<file path="config.mk">
export PLATFORM = sky130hd
export DESIGN_NAME = spi_master_ctrl
export DESIGN_NICKNAME = d
export VERILOG_FILES = /design/src/rtl/spi_master_ctrl.sv
export SDC_FILE = /design/constraint.sdc
export NUM_CORES = 1
export LEC_CHECK = 0
export CAP_MARGIN = 20
export CORE_MARGIN = 4
export CORE_UTILIZATION = 55
export DETAILED_ROUTE_END_ITERATION = 8
export PLACE_DENSITY = 0.81
export SLEW_MARGIN = 20
export SYNTH_ARGS = -nofsm -noshare
export SYNTH_HDL_FRONTEND = slang
export SYNTH_SLANG_ARGS = --single-unit
</file>
<file path="constraint.sdc">
create_clock -name clk -period 2.7 [get_ports clk]
set_clock_uncertainty 0.05 [all_clocks]
set_input_delay 0.675 -clock clk [delete_from_list [all_inputs] [get_ports clk]]
set_output_delay 0.675 -clock clk [all_outputs]
set_load 0.02 [all_outputs]
</file>
<file path="src/rtl/spi_master_ctrl.sv">
// SPI mode-0 master: pops words from a show-ahead TX FIFO, shifts them out MSB first,
// and pushes the word captured on MISO into the RX FIFO, stalling while the RX FIFO is full.
`ifndef SPI_DATA_WIDTH
`define SPI_DATA_WIDTH 8
`endif

module spi_master_ctrl #(
  parameter int DATA_WIDTH = `SPI_DATA_WIDTH,
  parameter int CLK_DIV    = 2,
  parameter int GAP_CYCLES = 2
) (
  input  logic                  clk,
  input  logic                  rst_n,
  input  logic                  enable,
  input  logic [DATA_WIDTH-1:0] tx_dout,
  input  logic                  tx_empty,
  output logic                  tx_rd_en,
  output logic [DATA_WIDTH-1:0] rx_din,
  input  logic                  rx_full,
  output logic                  rx_wr_en,
  output logic                  sclk,
  output logic                  mosi,
  input  logic                  miso,
  output logic                  cs_n,
  output logic                  busy,
  output logic                  rx_stall
);

  localparam int DIV_W = (CLK_DIV > 1) ? $clog2(CLK_DIV) : 1;
  localparam int BIT_W = $clog2(DATA_WIDTH + 1);
  localparam int GAP_W = (GAP_CYCLES > 1) ? $clog2(GAP_CYCLES) : 1;

  typedef enum logic [2:0] {IDLE, SETUP, SHIFT, PUSH, GAP} state_t;

  state_t                state, state_next;
  logic [DIV_W-1:0]      div_cnt;
  logic [BIT_W-1:0]      bit_cnt;
  logic [GAP_W-1:0]      gap_cnt;
  logic [DATA_WIDTH-1:0] tx_sr;
  logic [DATA_WIDTH-1:0] rx_sr;
  logic                  start;
  logic                  div_wrap;
  logic                  last_fall;
  logic                  gap_done;

  assign start     = enable && !tx_empty;
  assign div_wrap  = (div_cnt == DIV_W'(CLK_DIV - 1));
  // The falling SCLK edge after the final rising edge closes the frame.
  assign last_fall = div_wrap && sclk && (bit_cnt == BIT_W'(DATA_WIDTH));
  assign gap_done  = (gap_cnt == GAP_W'(GAP_CYCLES - 1));

  always_ff @(posedge clk or negedge rst_n) begin
    if (!rst_n) state <= IDLE;
    else        state <= state_next;
  end

  always_comb begin
    state_next = state;
    case (state)
      IDLE:    if (start)     state_next = SETUP;
      SETUP:   if (div_wrap)  state_next = SHIFT;
      SHIFT:   if (last_fall) state_next = PUSH;
      PUSH:    if (!rx_full)  state_next = GAP;
      GAP:     if (gap_done)  state_next = IDLE;
      default:                state_next = IDLE;
    endcase
  end

  // FIFO strobes are combinational so they can never fire against empty/full.
  always_comb begin
    tx_rd_en = (state == IDLE) && start;
    rx_wr_en = (state == PUSH) && !rx_full;
  end

  always_ff @(posedge clk or negedge rst_n) begin
    if (!rst_n) begin
      sclk     <= 1'b0;
      mosi     <= 1'b0;
      cs_n     <= 1'b1;
      busy     <= 1'b0;
      rx_stall <= 1'b0;
      rx_din   <= '0;
      div_cnt  <= '0;
      bit_cnt  <= '0;
      gap_cnt  <= '0;
      tx_sr    <= '0;
      rx_sr    <= '0;
    end else begin
      busy     <= (state_next != IDLE);
      rx_stall <= (state == PUSH) && rx_full;
      case (state)
        IDLE: begin
          if (start) begin
            tx_sr   <= tx_dout;
            mosi    <= tx_dout[DATA_WIDTH-1];
            cs_n    <= 1'b0;
            div_cnt <= '0;
            bit_cnt <= '0;
            rx_sr   <= '0;
          end
        end
        SETUP: begin
          div_cnt <= div_wrap ? '0 : div_cnt + 1'b1;
        end
        SHIFT: begin
          div_cnt <= div_wrap ? '0 : div_cnt + 1'b1;
          if (div_wrap) begin
            if (!sclk) begin
              sclk    <= 1'b1;
              rx_sr   <= {rx_sr[DATA_WIDTH-2:0], miso};
              bit_cnt <= bit_cnt + 1'b1;
            end else begin
              sclk <= 1'b0;
              if (bit_cnt < BIT_W'(DATA_WIDTH)) begin
                tx_sr <= tx_sr << 1;
                mosi  <= tx_sr[DATA_WIDTH-2];
              end else begin
                cs_n   <= 1'b1;
                rx_din <= rx_sr;
              end
            end
          end
        end
        PUSH: begin
          gap_cnt <= '0;
        end
        GAP: begin
          gap_cnt <= gap_cnt + 1'b1;
        end
        default: begin
          cs_n <= 1'b1;
          sclk <= 1'b0;
        end
      endcase
    end
  end

endmodule

</file>
==> results by group, run 1 <==
Route
  – Per-cell routed wire length: between 10 and 15 µm
  – Drt drc: 0
  – Routed met1 length: about 1500 µm
  – DRT Pass-1 Iters: 4
  – ANT nets after route: 0
  – Vias post-DR: ~1.3k
  – Iter 0 DRT Violations: 114
  – Highest routed layer: met4
  – Final WL: 3570 µm
  – WL met3: around 180 µm
  – Via density: 5.38
  – Met2 routed WL: approximately 1800 µm

Placement
  – IO Port Bufs: 28
  – HPWL after DPL: around 2600 µm
  – Final GP Congestion: around 0.85
  – Post-Place Cells: between 200 and 250
  – Placement Cell Area: around 0.0022 mm²
  – Pre-CTS setup slack: -290 ps

Worst setup path
  – FF-to-FF End: tx_sr[3]$_DFFE_PN0P_
  – Critical path class: in -> out
  – Worst Setup EP: tx_rd_en
  – Req. time, crit path: 1980 ps
  – Slowest stage delay, CP: ~420 ps
  – Buf/Inv on CP: 3
  – Critical Path Fanout Max: 3
  – Worst reg2reg startpoint: state[1]$_DFF_PN0_
  – Crit end category: output pin
  – CP top delay family: buffers and inverters
  – Slowest stage cell, crit path: clkdlybuf4s50_1
  – Reg2Reg Setup Slack: ~610 ps
  – Data arrival, critical path: 1820 ps
  – CP Depth: 5
  – Reg2Reg Depth: 4
  – Crit-path cells: clkdlybuf4s50_1 > nand2b_1 > or2_2 > inv_1 > buf_2
  – Crit path launch: tx_empty
  – Critical Path Start Type: input port

Floorplanning
  – Total die area: between 0.004 and 0.005 mm²
  – Site Rows: 20
  – Die W: between 60 and 70 µm
  – Core area: about 0.0032 mm²
  – Die height: 66.1 µm
  – # IOs: 29
  – Initial Util: 0.590

Job
  – Max-cap violations: 0

Timing
  – Slew Limit Fails: 0
  – Hold WS: about 440 ps
  – Rel. slew slack: 0.617
  – Final hold vios: 0
  – Fmax: 0.392 GHz
  – Final setup fails: 0
  – Fin worst setup slack: approximately 150 ps
  – Tcrit/Tclk final: 0.944
  – Worst-Margin Slew: 571 ps
  – Final Critical Period: 2550 ps
  – Sum Neg Setup Slack: 0 ps
  – RSZ-0062 raised after global routing: false

GRT
  – First-pass GRT wire length: approximately 6400 µm
  – Antenna violations before repair: 0
  – Vias in the first global route: roughly 1.4k
  – Total track usage: 0.195
  – Pin count of the biggest net entering global routing: 38
  – Gr ovfl total: 0

Cells and area
  – Layout Cells excl Fill: between 200 and 250
  – # diodes: 0
  – Area delta synth->final: 23.8%
  – Layout Cell Area excl Fill: roughly 0.0023 mm²
  – Final core occ: 0.730
  – Filler cells: roughly 270
  – Final net count: roughly 220
  – Fraction of layout cells with a size suffix above 1: 0.238

Clocking
  – CTS Hold Bufs: 0
  – Post-CTS setup repair buffer count: 0
  – Clk sinks: 37
  – CTS max path bufs: 2
  – Num CTS Buffers: 5
  – CTS tree: yes
  – Clk_lat worst skew: roughly 360 ps
  – CTS Root Cell: clkbuf_4
  – Clock slew at the register clock pins of the worst setup and hold paths: ~120 ps
  – H-tree depth: 2

Logic synthesis
  – Register area share after synthesis: 0.499
  – Post-synthesis async set-or-reset flop share: 1.00
  – Post-synth EDFFs: 0
  – Synth unique cells: 39
  – Ys flop type: dfrtp_1
  – Syn_area_per_cell: around 11 µm²
  – Yosys warning count: 0
  – Post-Syn Area: roughly 0.0019 mm²
  – Synth Register Bits: 37
  – Syn nets: about 180
  – Syn Inst Count: between 150 and 200

Power
  – Worst vdd ir: 0.469 mV
  – PwrDens: about 960 mW/mm²
  – Total chip power: 2.21 mW
  – Lkg Pwr: 1.02 nW

Outcome
  – Status: complete, no violations

Worst hold path
  – Min-delay worst type: reg -> reg
## power breakdown
| group | total [mW] | switching (mW) | internal [mW] |
|---|---|---|---|
| clock | 0.401 | 0.180 | 0.221 |
| combinational | 1.00 | 0.498 | 0.505 |
| sequential | 0.802 | 0.102 | 0.701 |
## cell usage in the layout (no fill, tap or decap), drive strengths merged, types with 7 or more instances in the layout
master and instances:
mux2i 12, clkdlybuf4s50 26, mux2 22, nand2 15, buf 11, inv 15
clkbuf 7, dfrtp 36
## logic make-up after synthesis
group                      Yosys count  synth area share
buffers and inverters               26            0.0552
adders and majority gates            2            0.0135
and+or+nand+nor                     41             0.125
AOI/OAI and AO/OA                   27             0.110
DFF                                 37             0.499
muxes                               34             0.198
## tightest hold or removal path, stage by stage, from the launching register on
cell	delay [ps]
dfstp_2	390
o21ai_0	60
nand2_1	50
## flip-flops by register name, indices dropped and copies added, names as in the netlist
register,cells
rx_din,8
rx_sr,8
tx_sr,7
bit_cnt,4
state,3
busy,1
cs_n,1
div_cnt,1
gap_cnt,1
mosi,1
rx_stall,1
sclk,1
## final cells by class
type	count	area (µm²)	share of cell area
inverters	15	56.3	0.0245
repair buffers	38	349	0.152
multi-input cells	104	830	0.360
clock buffers	7	55.1	0.0239
well taps	44	55.1	0.0239
clock inverters	1	30.0	0.0130
flip-flops and latches	37	927	0.403
## routing by layer
layer | GRT usage | up-vias
li1 | - | 643
met1 | 0.235 | 649
met4 | 0.0609 | 0
met5 | 0 | -
met3 | 0.0646 | 7
met2 | 0.330 | 25
## synthesized netlist by cell type (all sizes together), types with 2 or more instances
| cell type | n | share of area |
|---|---|---|
| or2 | 2 | 0.0067 |
| buf | 4 | 0.011 |
| a211oi | 3 | 0.015 |
| nor2b | 5 | 0.017 |
| mux2i | 12 | 0.065 |
| nor2 | 2 | 0.0040 |
| clkbuf | 7 | 0.014 |
| o21ai | 5 | 0.013 |
| nand2 | 15 | 0.030 |
| nand2b | 5 | 0.017 |
| or3b | 2 | 0.0094 |
| a21oi | 5 | 0.013 |
| mux2 | 22 | 0.13 |
| o21bai | 2 | 0.0081 |
| a211o | 2 | 0.0094 |
| o22ai | 2 | 0.0067 |
| inv | 15 | 0.030 |
| ha | 2 | 0.013 |
| dfrtp | 36 | 0.48 |
| o211ai | 2 | 0.0081 |
| nor3b | 2 | 0.011 |
## worst min-delay path by stage
| stage | end | startpoint | cells past startpoint | slack [ps] |
|---|---|---|---|---|
| finish | cs_n$_DFFE_PN1P_ | cs_n$_DFFE_PN1P_ | 2 | 440 |
| global route | cs_n$_DFFE_PN1P_ | cs_n$_DFFE_PN1P_ | 2 | 460 |
| CTS | cs_n$_DFFE_PN1P_ | cs_n$_DFFE_PN1P_ | 2 | 450 |
| detailed placement | cs_n$_DFFE_PN1P_ | cs_n$_DFFE_PN1P_ | 2 | 430 |
| global placement | cs_n$_DFFE_PN1P_ | cs_n$_DFFE_PN1P_ | 2 | 420 |
| floorplan | bit_cnt[0]$_DFFE_PN0P_ | rst_n | 0 | 330 |
## timing repair
item                                   4_1_cts  5_1_grt
gates resized for setup                      4        1
endpoints found under the hold margin        0        0
setup endpoints to repair                    2        1
Note: power is estimated with default switching activity, not from simulation.
==> run 2, diff against run 1 <==
ABC_CLOCK_PERIOD_IN_PS = 2700   (was not set)
==> results of run 2 <==
Same layout as run 1: the final DEF is identical, and so are final timing and power.
==> run 3, diff against run 2 <==
SKIP_CTS_REPAIR_TIMING = 1   (was not set)
==> results by group, run 3 (same netlist as run 1, synthesis figures left out) <==
Placement
  – Placement Cell Area: 0.00222 mm²
  – IO Port Bufs: 28
  – Post-Place Cells: approximately 240
  – Final GP Congestion: around 0.85
  – HPWL after DPL: about 2600 µm

Worst setup path
  – Critical Path Fanout Max: 3
  – Data arrival, critical path: 1880 ps
  – Req. time, crit path: slightly below 2000 ps
  – Reg2Reg Depth: 4
  – Crit-path cells: clkdlybuf4s50_1 > nand2b_1 > or2_2 > inv_1 > dlymetal6s2s_1
  – Slowest stage delay, CP: roughly 420 ps
  – Critical path class: in -> out
  – Crit end category: output pin
  – Critical Path Start Type: input port
  – Slowest stage cell, crit path: clkdlybuf4s50_1

Timing
  – Final Critical Period: between 2000 and 3000 ps
  – Rel. slew slack: 0.617
  – Tcrit/Tclk final: 0.965
  – Worst-Margin Slew: approximately 570 ps
  – Final setup fails: 0
  – Fmax: between 0.3 and 0.4 GHz
  – Slew Limit Fails: 0
  – RSZ-0062 raised after global routing: false
  – Hold WS: roughly 440 ps
  – Final hold vios: 0

Floorplanning
  – Initial Util: 0.590
  – Total die area: roughly 0.0044 mm²
  – # IOs: 29
  – Site Rows: 20
  – Die W: approximately 66 µm
  – Die height: 66.1 µm
  – Core area: ~0.0032 mm²

Power
  – PwrDens: approximately 960 mW/mm²
  – Total chip power: between 2 and 2.5 mW
  – Worst vdd ir: about 0.47 mV
  – Lkg Pwr: between 1 and 1.5 nW

GRT
  – Total track usage: 0.195
  – First-pass GRT wire length: 6440 µm
  – Vias in the first global route: around 1.4k
  – Pin count of the biggest net entering global routing: 38
  – Gr ovfl total: 0
  – Antenna violations before repair: 0

Cells and area
  – Largest regs: rx_din: 8 flops, rx_sr: 8 flops, tx_sr: 7 flops
  – Commonest non-fill, non-tap cells in the layout: 36 x dfrtp_1, 26 x clkdlybuf4s50_1, 22 x mux2_2
  – Fraction of layout cells with a size suffix above 1: 0.233
  – # diodes: 0
  – Final net count: 217
  – Final core occ: 0.734
  – Layout Cell Area excl Fill: between 0.002 and 0.0025 mm²
  – Area delta synth->final: 24.4%
  – Layout Cells excl Fill: ~250
  – Most common cell after layout, fill and taps aside: dfrtp_1
  – Filler cells: between 200 and 300

Route
  – Drt drc: 0
  – Iter 0 DRT Violations: 120
  – Vias post-DR: approximately 1.3k
  – ANT nets after route: 0
  – Per-cell routed wire length: 14.5 µm
  – Final WL: between 3000 and 4000 µm
  – Via density: roughly 5.4
  – DRT Pass-1 Iters: 4

Job
  – Max-cap violations: 0

Clocking
  – Clock slew at the register clock pins of the worst setup and hold paths: between 100 and 150 ps
  – Clk sinks: 37
  – Num CTS Buffers: 5
  – CTS Root Cell: clkbuf_4
  – H-tree depth: 2
  – CTS max path bufs: 2
  – Clk_lat worst skew: around 360 ps
  – CTS tree: yes

Outcome
  – Status: complete, no violations

Worst hold path
  – Min-delay worst type: reg -> reg
  – Hold path cells: 2
## run 3: cell types whose count changed in the layout (fill, tap and decap cells not counted)
| cell | before | now |
|---|---|---|
| dlymetal6s2s_1 | 0 | 2 |
| dlygate4sd2_1 | 1 | 0 |
| buf_2 | 1 | 0 |
## run 3: final cells by class
| class | count | area [µm²] | share of cell area |
|---|---|---|---|
| Sequential cell | 37 | 927 | 0.401 |
| Clock buffer | 7 | 55.1 | 0.0238 |
| Tap cell | 44 | 55.1 | 0.0238 |
| Multi-Input combinational cell | 104 | 830 | 0.359 |
| Inverter | 15 | 56.3 | 0.0243 |
| Timing Repair Buffer | 38 | 360 | 0.156 |
| Clock inverter | 1 | 30.0 | 0.0130 |
## run 3: power breakdown
group | internal, mW | switching [mW]
Sequential | 0.701 | 0.102
Clock | 0.221 | 0.180
Combinational | 0.508 | 0.498
Total | 1.43 | 0.780
## run 3: path summary, 6_finish.rpt
path / slack (ps) / startpoint / endpoint
setup / recovery: 90 / tx_empty / tx_rd_en
hold reg to reg: 440 / cs_n$_DFFE_PN1P_ / cs_n$_DFFE_PN1P_
max in group asynchronous: 1590 / rst_n / rx_stall$_DFF_PN0_
setup reg to reg: 610 / state[1]$_DFF_PN0_ / tx_sr[3]$_DFFE_PN0P_
min in group asynchronous: 670 / rst_n / tx_sr[0]$_DFFE_PN0P_
hold / removal: 440 / cs_n$_DFFE_PN1P_ / cs_n$_DFFE_PN1P_
## run 3: per-stage QoR
stage | TNS [ps] | setup WS (ps)
floorplan | 0 | 518
global placement | -283 | -283
detailed placement | -310 | -290
CTS | -331 | -302
global route | 0 | 28.1
finish | 0 | 94.9
## run 3: routing by layer
layer / vias to the layer above / global-route usage / routed length (µm)
met5: - / 0 / 0
met4: 0 / 0.0609 / 54
met3: 7 / 0.0646 / 183
met2: 25 / 0.330 / 1840
met1: 651 / 0.235 / 1500
li1: 643 / - / -
## run 3: critical path: cells and delay by family
kind / cells / cell delay, ps
buf+inv: 3 / 690
simple gates: 2 / 510
